$ cat src/rtl/cic_rx_decimator.sv
// rtl/cic_rx_decimator.sv - N-stage CIC decimator for interleaved I/Q receive samples
//
// Purpose:
//   Decimates an I/Q-interleaved sample stream (I beat first, then Q beat) by a
//   runtime-programmable rate R and emits gain-normalised I/Q pairs, still
//   interleaved, through a small output FIFO. Frame ends (tlast) are carried
//   through to the Q word of the next output pair, and tuser numbers the output
//   pairs within a frame.
//
// Ports:
//   aclk, areset                 clock, asynchronous active-high reset
//   S_AXIS_CONFIG_tdata/tvalid   16-bit decimation rate word (clamped to 2..R_MAX)
//   S_AXIS_CONFIG_tready         config accepted when high with tvalid
//   S_AXIS_tdata/tvalid/tlast    input samples, I/Q interleaved; tlast sampled on Q beats
//   S_AXIS_tready                input ready
//   M_AXIS_tdata/tvalid/tlast    decimated samples, I then Q; tlast on the Q word only
//   M_AXIS_tready                downstream ready
//   M_AXIS_tuser                 0-based index of the output pair within its frame
module cic_rx_decimator #(
    parameter int IN_W     = 16,
    parameter int OUT_W    = 16,
    parameter int N_STAGES = 4,
    parameter int R_MAX    = 64,
    parameter int FIFO_D   = 4
) (
    input  logic             aclk,
    input  logic             areset,
    input  logic [15:0]      S_AXIS_CONFIG_tdata,
    input  logic             S_AXIS_CONFIG_tvalid,
    output logic             S_AXIS_CONFIG_tready,
    input  logic [IN_W-1:0]  S_AXIS_tdata,
    input  logic             S_AXIS_tvalid,
    output logic             S_AXIS_tready,
    input  logic             S_AXIS_tlast,
    output logic [OUT_W-1:0] M_AXIS_tdata,
    output logic             M_AXIS_tvalid,
    input  logic             M_AXIS_tready,
    output logic             M_AXIS_tlast,
    output logic [15:0]      M_AXIS_tuser
);

    localparam int ACC_W   = IN_W + N_STAGES * $clog2(R_MAX);
    localparam int RATE_W  = $clog2(R_MAX) + 1;
    localparam int SHIFT_W = $clog2(ACC_W);
    localparam int PTR_W   = $clog2(FIFO_D);

    typedef enum logic [2:0] {
        S_UNCFG,
        S_CLEAR,
        S_WAIT_I,
        S_WAIT_Q,
        S_COMB_I,
        S_COMB_Q
    } state_t;

    state_t r_state, w_state_nxt;

    logic [RATE_W-1:0]  r_rate;
    logic [SHIFT_W-1:0] r_shift;
    logic [RATE_W-1:0]  r_dec_cnt;
    logic [15:0]        r_tuser;
    logic               r_last_flag;

    logic [ACC_W-1:0] r_int_i [N_STAGES];
    logic [ACC_W-1:0] r_int_q [N_STAGES];
    logic [ACC_W-1:0] r_dly_i [N_STAGES];
    logic [ACC_W-1:0] r_dly_q [N_STAGES];

    logic [OUT_W-1:0] r_fifo_data [FIFO_D];
    logic             r_fifo_last [FIFO_D];
    logic [15:0]      r_fifo_user [FIFO_D];
    logic [PTR_W:0]   r_wptr, r_rptr;

    logic [ACC_W-1:0]   w_in_ext;
    logic [ACC_W-1:0]   w_int_cur [N_STAGES];
    logic [ACC_W-1:0]   w_int_nxt [N_STAGES];
    logic [ACC_W-1:0]   w_dly_cur [N_STAGES];
    logic [ACC_W-1:0]   w_comb    [N_STAGES+1];
    logic [OUT_W-1:0]   w_out_word;
    logic [PTR_W:0]     w_count;
    logic               w_cfg_hs, w_s_hs, w_pop, w_push, w_dec_wrap;
    logic [RATE_W-1:0]  w_rate_new;
    logic [SHIFT_W-1:0] w_shift_new;

    function automatic logic [RATE_W-1:0] f_clamp(input logic [15:0] v);
        if (v < 16'd2)
            return RATE_W'(2);
        else if (v > 16'(R_MAX))
            return RATE_W'(R_MAX);
        else
            return v[RATE_W-1:0];
    endfunction

    // N * ceil(log2(r)): the normalising shift that keeps R^N / 2^shift <= 1.
    function automatic logic [SHIFT_W-1:0] f_shift(input logic [RATE_W-1:0] r);
        logic [RATE_W-1:0]  t;
        logic [SHIFT_W-1:0] lg;
        t  = r - RATE_W'(1);
        lg = '0;
        for (int b = 0; b < RATE_W; b++) begin
            if (t[b]) lg = SHIFT_W'(b + 1);
        end
        return SHIFT_W'(N_STAGES) * lg;
    endfunction

    assign w_rate_new  = f_clamp(S_AXIS_CONFIG_tdata);
    assign w_shift_new = f_shift(w_rate_new);

    // Gated by reset so every output reads 0 while areset is held.
    assign S_AXIS_CONFIG_tready = !areset && (r_state == S_UNCFG || r_state == S_WAIT_I);
    assign S_AXIS_tready = (r_state == S_WAIT_Q) ||
                           (r_state == S_WAIT_I && w_count <= (PTR_W+1)'(FIFO_D - 2));

    assign w_cfg_hs   = S_AXIS_CONFIG_tvalid && S_AXIS_CONFIG_tready;
    assign w_s_hs     = S_AXIS_tvalid && S_AXIS_tready;
    assign w_dec_wrap = (r_dec_cnt == r_rate - RATE_W'(1));

    assign w_count       = r_wptr - r_rptr;
    assign M_AXIS_tvalid = (w_count != '0);
    assign M_AXIS_tdata  = r_fifo_data[r_rptr[PTR_W-1:0]];
    assign M_AXIS_tlast  = r_fifo_last[r_rptr[PTR_W-1:0]];
    assign M_AXIS_tuser  = r_fifo_user[r_rptr[PTR_W-1:0]];
    assign w_pop         = M_AXIS_tvalid && M_AXIS_tready;
    assign w_push        = (r_state == S_COMB_I) || (r_state == S_COMB_Q);

    assign w_in_ext = {{(ACC_W-IN_W){S_AXIS_tdata[IN_W-1]}}, S_AXIS_tdata};

    // One integrator chain serves both channels; the state selects which
    // channel's registers feed it. Each stage adds the freshly updated value of
    // the stage before it, so the whole chain settles in one cycle.
    always_comb begin
        for (int k = 0; k < N_STAGES; k++) begin
            w_int_cur[k] = (r_state == S_WAIT_Q) ? r_int_q[k] : r_int_i[k];
        end
        w_int_nxt[0] = w_int_cur[0] + w_in_ext;
        for (int k = 1; k < N_STAGES; k++) begin
            w_int_nxt[k] = w_int_cur[k] + w_int_nxt[k-1];
        end
    end

    // Comb chain, also shared: c_{k+1} = c_k - delay_k, delay_k then takes c_k.
    always_comb begin
        w_comb[0] = (r_state == S_COMB_Q) ? r_int_q[N_STAGES-1] : r_int_i[N_STAGES-1];
        for (int k = 0; k < N_STAGES; k++) begin
            w_dly_cur[k]  = (r_state == S_COMB_Q) ? r_dly_q[k] : r_dly_i[k];
            w_comb[k+1]   = w_comb[k] - w_dly_cur[k];
        end
    end

    assign w_out_word = w_comb[N_STAGES][r_shift +: OUT_W];

    always_comb begin
        w_state_nxt = r_state;
        case (r_state)
            S_UNCFG:  if (w_cfg_hs) w_state_nxt = S_CLEAR;
            S_CLEAR:  w_state_nxt = S_WAIT_I;
            S_WAIT_I: begin
                // A config beat wins over a simultaneous I beat; that sample is
                // flushed along with the rest of the pipeline.
                if (w_cfg_hs)    w_state_nxt = S_CLEAR;
                else if (w_s_hs) w_state_nxt = S_WAIT_Q;
            end
            S_WAIT_Q: if (w_s_hs) w_state_nxt = w_dec_wrap ? S_COMB_I : S_WAIT_I;
            S_COMB_I: w_state_nxt = S_COMB_Q;
            S_COMB_Q: w_state_nxt = S_WAIT_I;
            default:  w_state_nxt = S_UNCFG;
        endcase
    end

    always_ff @(posedge aclk or posedge areset) begin
        if (areset) r_state <= S_UNCFG;
        else        r_state <= w_state_nxt;
    end

    always_ff @(posedge aclk or posedge areset) begin
        if (areset) begin
            r_rate      <= '0;
            r_shift     <= '0;
            r_dec_cnt   <= '0;
            r_tuser     <= '0;
            r_last_flag <= 1'b0;
            r_wptr      <= '0;
            r_rptr      <= '0;
            for (int k = 0; k < N_STAGES; k++) begin
                r_int_i[k] <= '0;
                r_int_q[k] <= '0;
                r_dly_i[k] <= '0;
                r_dly_q[k] <= '0;
            end
            for (int j = 0; j < FIFO_D; j++) begin
                r_fifo_data[j] <= '0;
                r_fifo_last[j] <= 1'b0;
                r_fifo_user[j] <= '0;
            end
        end else begin
            if (w_cfg_hs) begin
                r_rate  <= w_rate_new;
                r_shift <= w_shift_new;
            end

            if (r_state == S_CLEAR) begin
                r_dec_cnt   <= '0;
                r_tuser     <= '0;
                r_last_flag <= 1'b0;
                r_wptr      <= '0;
                r_rptr      <= '0;
                for (int k = 0; k < N_STAGES; k++) begin
                    r_int_i[k] <= '0;
                    r_int_q[k] <= '0;
                    r_dly_i[k] <= '0;
                    r_dly_q[k] <= '0;
                end
                for (int j = 0; j < FIFO_D; j++) begin
                    r_fifo_data[j] <= '0;
                    r_fifo_last[j] <= 1'b0;
                    r_fifo_user[j] <= '0;
                end
            end else begin
                if (r_state == S_WAIT_I && w_s_hs && !w_cfg_hs) begin
                    for (int k = 0; k < N_STAGES; k++) r_int_i[k] <= w_int_nxt[k];
                end

                if (r_state == S_WAIT_Q && w_s_hs) begin
                    for (int k = 0; k < N_STAGES; k++) r_int_q[k] <= w_int_nxt[k];
                    r_dec_cnt <= w_dec_wrap ? '0 : r_dec_cnt + RATE_W'(1);
                    if (S_AXIS_tlast) r_last_flag <= 1'b1;
                end

                if (r_state == S_COMB_I) begin
                    for (int k = 0; k < N_STAGES; k++) r_dly_i[k] <= w_comb[k];
                end

                if (r_state == S_COMB_Q) begin
                    for (int k = 0; k < N_STAGES; k++) r_dly_q[k] <= w_comb[k];
                    r_last_flag <= 1'b0;
                    r_tuser     <= r_last_flag ? 16'd0 : r_tuser + 16'd1;
                end

                if (w_push) begin
                    r_fifo_data[r_wptr[PTR_W-1:0]] <= w_out_word;
                    r_fifo_last[r_wptr[PTR_W-1:0]] <= (r_state == S_COMB_Q) && r_last_flag;
                    r_fifo_user[r_wptr[PTR_W-1:0]] <= r_tuser;
                    r_wptr <= r_wptr + (PTR_W+1)'(1);
                end

                if (w_pop) r_rptr <= r_rptr + (PTR_W+1)'(1);
            end
        end
    end

endmodule

$ cat config.mk
export PLATFORM = sky130hd
export DESIGN_NAME = cic_rx_decimator
export DESIGN_NICKNAME = d
export VERILOG_FILES = /design/src/rtl/cic_rx_decimator.sv
export SDC_FILE = /design/constraint.sdc
export NUM_CORES = 2
export LEC_CHECK = 0
export CAP_MARGIN = 20
export CORE_MARGIN = 4
export CORE_UTILIZATION = 58
export CTS_CLUSTER_DIAMETER = 60
export CTS_CLUSTER_SIZE = 28
export DETAILED_ROUTE_END_ITERATION = 16
export PLACE_DENSITY = 0.8
export SLEW_MARGIN = 40
export SYNTH_ARGS = -nofsm -noshare
export SYNTH_HDL_FRONTEND = slang
export SYNTH_SLANG_ARGS = --single-unit
$ cat constraint.sdc
create_clock -name aclk -period 90.7 [get_ports aclk]
set_input_delay 22.675 -clock aclk [delete_from_list [all_inputs] [get_ports aclk]]
set_output_delay 22.675 -clock aclk [all_outputs]
set_load 0.02 [all_outputs]
==> summary.md <==
| Metric | Value |
|---|---|
| Synth Register Bits | `815` |
| CTS buffer count | `a little under 60` |
| Final slew viol count | `0` |
| Main combinational cell family by area after synthesis | `compound AO/OA/AOI/OAI gates` |
| Layout fillers | `7322` |
| Worst setup SP type | `input pin` |
| DR vias | `44100` |
| Register Area | `~0.020 mm²` |
| Drt first pass iters | `6` |
| Met1 usage | `0.369` |
| Area share of xor/xnor cells in the synthesized design | `0.0502` |
| Final GP Congestion | `around 0.94` |
| Worst EP arrival | `between 20 and 25 ns` |
| Starting Density | `0.587` |
| Clk sinks | `815` |
| Kind of critical path | `input pin to primary output` |
| GRT Resource Usage Total | `0.278` |
| Minimum clock period | `between 40 and 50 ns` |
| Netlist cell types | `80` |
| Routed wire per std cell | `19.0 µm` |
| CTS H-tree lvls | `2` |
| Most used routing layer in global routing | `met2` |
| Final #Nets | `just over 6000` |
| Initial antenna violation count | `0` |
| Crit-path max FO | `2` |
| Ys flop type | `dfrtp_1` |
| Worst-Skew Late Latency | `0.68 ns` |
| Worst path max stage delay | `0.65 ns` |
| CP endpoint kind | `primary output` |
| Area Growth Syn to Fin | `7.29%` |
| Most frequent cells in the layout | `nand2_1, dfrtp_1, a21oi_1, a22o_1, ha_1` |
| I/O Buffers | `between 70 and 80` |
| Inserted Diodes | `0` |
| Met2 usage | `0.472` |
| Post-Syn Instances | `between 5000 and 6000` |
| Post-synthesis simple-gate area fraction | `0.171` |
| Status | `finished clean` |
| Post-Syn Nets | `6358` |
| Die Y | `307 µm` |
| Req. time, crit path | `just under 70 ns` |
| Fin Setup TNS | `0 ns` |
| CTS Root Cell | `clkbuf_16` |
| Worst clock skew | `0.0296 ns` |
| Drt drc | `0` |
| Ports | `74` |
| Vias per inst | `approximately 6.2` |
| Cell mode on critical path | `clkdlybuf4s50_1` |
| Share of layout cells above drive strength 1 | `0.0422` |
| Die Area | `approximately 0.095 mm²` |
| Worst path cell trace | `clkdlybuf4s50_1 -> nor3_1 -> clkdlybuf4s50_1` |
| Clk slew on worst S/H paths | `about 0.08 ns` |
| Largest net degree at the start of global routing | `165` |
| Hpwl dp | `slightly below 90000 µm` |
| Slew margin rel. | `0.395` |
| Max-Cap Viols | `0` |
| Multiplexer share of the synthesized area | `0.0513` |
| CTS tree | `done` |
| Top delay family on crit path | `buffers and inverters` |
| Unrepaired setup endpoints after global routing | `false` |
| Post-cts resize count | `0` |
| Final setup vio count | `0` |
| Post-CTS Hold Fix Bufs | `0` |
| Max Fclk | `21.4 MHz` |
| Actual slew at the worst max-slew pin | `0.884 ns` |
| Setup bufs post-CTS | `0` |
| First-pass GRT wire length | `221000 µm` |
| Syn Area/Cell | `between 8 and 9 µm²` |
| Leading cell type in the layout, fill and taps excluded | `nand2_1` |
| Vias in the first global route | `around 43000` |
| Post-synthesis adder-cell area fraction | `0.0812` |
| Worst Hold Class | `flop to flop` |
| WP buf/inv | `2` |
| Initial drt markers | `3762` |
| Final worst-path cycle share | `0.516` |
| CP max stage cell | `clkdlybuf4s50_1` |
| Post-synthesis cell area | `about 0.052 mm²` |
| Clock Tree Buf Depth | `3` |
| Yosys warns | `0` |
| EDFF count, synth | `0` |
| Register area share after synthesis | `0.392` |
| Row cnt | `109` |
| Synth async-reset ratio | `1.00` |
| Core footprint | `between 0.08 and 0.09 mm²` |
| Synth Area in Compound Gates | `0.221` |
| Fin. Hold Viols | `0` |
| WL final | `134000 µm` |
| Multi-input gate area in the final layout | `0.0300 mm²` |
| Post-route ant nets | `0` |
| GRT Residual Overflow | `0` |
| GR Layer Usage met3 | `0.0358` |
| Die W | `307 µm` |
-- flip-flops by register name, indices dropped and copies added (netlist names) --
register,cells
r_wptr,3
r_fifo_data,64
r_int_q,160
r_rptr,3
r_dec_cnt,7
r_dly_q,160
r_dly_i,160
r_shift,3
r_tuser,16
r_fifo_user,64
r_state,3
r_int_i,160
r_fifo_last,4
r_rate,7
r_last_flag,1
-- worst reg2reg max path, delay by kind of cell, from the launching register on --
kind,cells,cell delay (ns)
DFF,1,0.33
and+or+nand+nor,10,2.00
xor gates and xnor gates,3,0.58
AOI/OAI and AO/OA,26,6.20
muxes,3,0.64
adders and majority gates,5,1.53
buffers and inverters,3,0.87
-- path summary, 6_finish.rpt --
check / from / endpoint / slack, ns / cells past startpoint
max: areset / S_AXIS_CONFIG_tready / 43.89 / 3
min: r_dly_q[149] / r_dly_q[149] / 0.48 / 2
max reg2reg: r_state[2] / r_fifo_data[9] / 78.36 / 50
min reg2reg: r_dly_q[149] / r_dly_q[149] / 0.48 / 2
max in group asynchronous: areset / r_dly_q[30] / 65.46 / 6
min in group asynchronous: areset / r_rate[1] / 22.58 / 2
-- kinds of logic after synthesis --
group                    after synthesis
flip-flops                           815
buffers and inverters                458
adder cells (fa/ha/maj)              332
XOR/XNOR                             295
AO/OA/AOI/OAI                       1734
multiplexers                         224
AND/OR/NAND/NOR                     2130
-- metal layers --
layer | share of wire | wire (µm)
met1 | 0.43 | 57900
met2 | 0.47 | 63400
met3 | 0.057 | 7580
met4 | 0.039 | 5200
met5 | 0 | 0
-- stage by stage --
stage | util | area [µm²] | hold slack (ns) | worst slack [ns] | cells
floorplan | - | 52000 | 0.445 | 44.85 | 5988
global placement | 0.604 | 53500 | 0.457 | 43.91 | 6954
detailed placement | 0.605 | 53600 | 0.463 | 43.89 | 6956
CTS | 0.629 | 55700 | 0.481 | 43.88 | 7065
global route | 0.630 | 55800 | 0.508 | 43.84 | 7067
finish | 0.630 | 55800 | 0.482 | 43.89 | 7067
-- layout make-up --
type | count | share of cell area
Inverter | 136 | 0.00937
Timing Repair Buffer | 127 | 0.0241
Clock inverter | 45 | 0.0102
Multi-Input combinational cell | 4715 | 0.537
Sequential cell | 815 | 0.365
Tap cell | 1165 | 0.0261
Clock buffer | 64 | 0.0277
-- cell usage after synthesis, types with 42 or more instances --
master / instances / area share
nand2_1: 1487 / 0.11
dfrtp_1: 815 / 0.39
a21oi_1: 559 / 0.054
a22o_1: 323 / 0.054
ha_1: 323 / 0.078
o21ai_0: 290 / 0.028
clkbuf_1: 289 / 0.021
nor2_1: 232 / 0.017
xnor2_1: 209 / 0.035
mux2i_1: 188 / 0.036
a21o_1: 169 / 0.024
inv_1: 134 / 0.0097
nand3_1: 100 / 0.0096
xor2_1: 84 / 0.014
a211oi_1: 60 / 0.0087
o21a_1: 57 / 0.0082
and3_1: 48 / 0.0058
o21bai_1: 47 / 0.0068
nor3_1: 42 / 0.0040
Power is not shown: default switching activity piles up to over one toggle a cycle in this logic, so the estimate is an artifact.
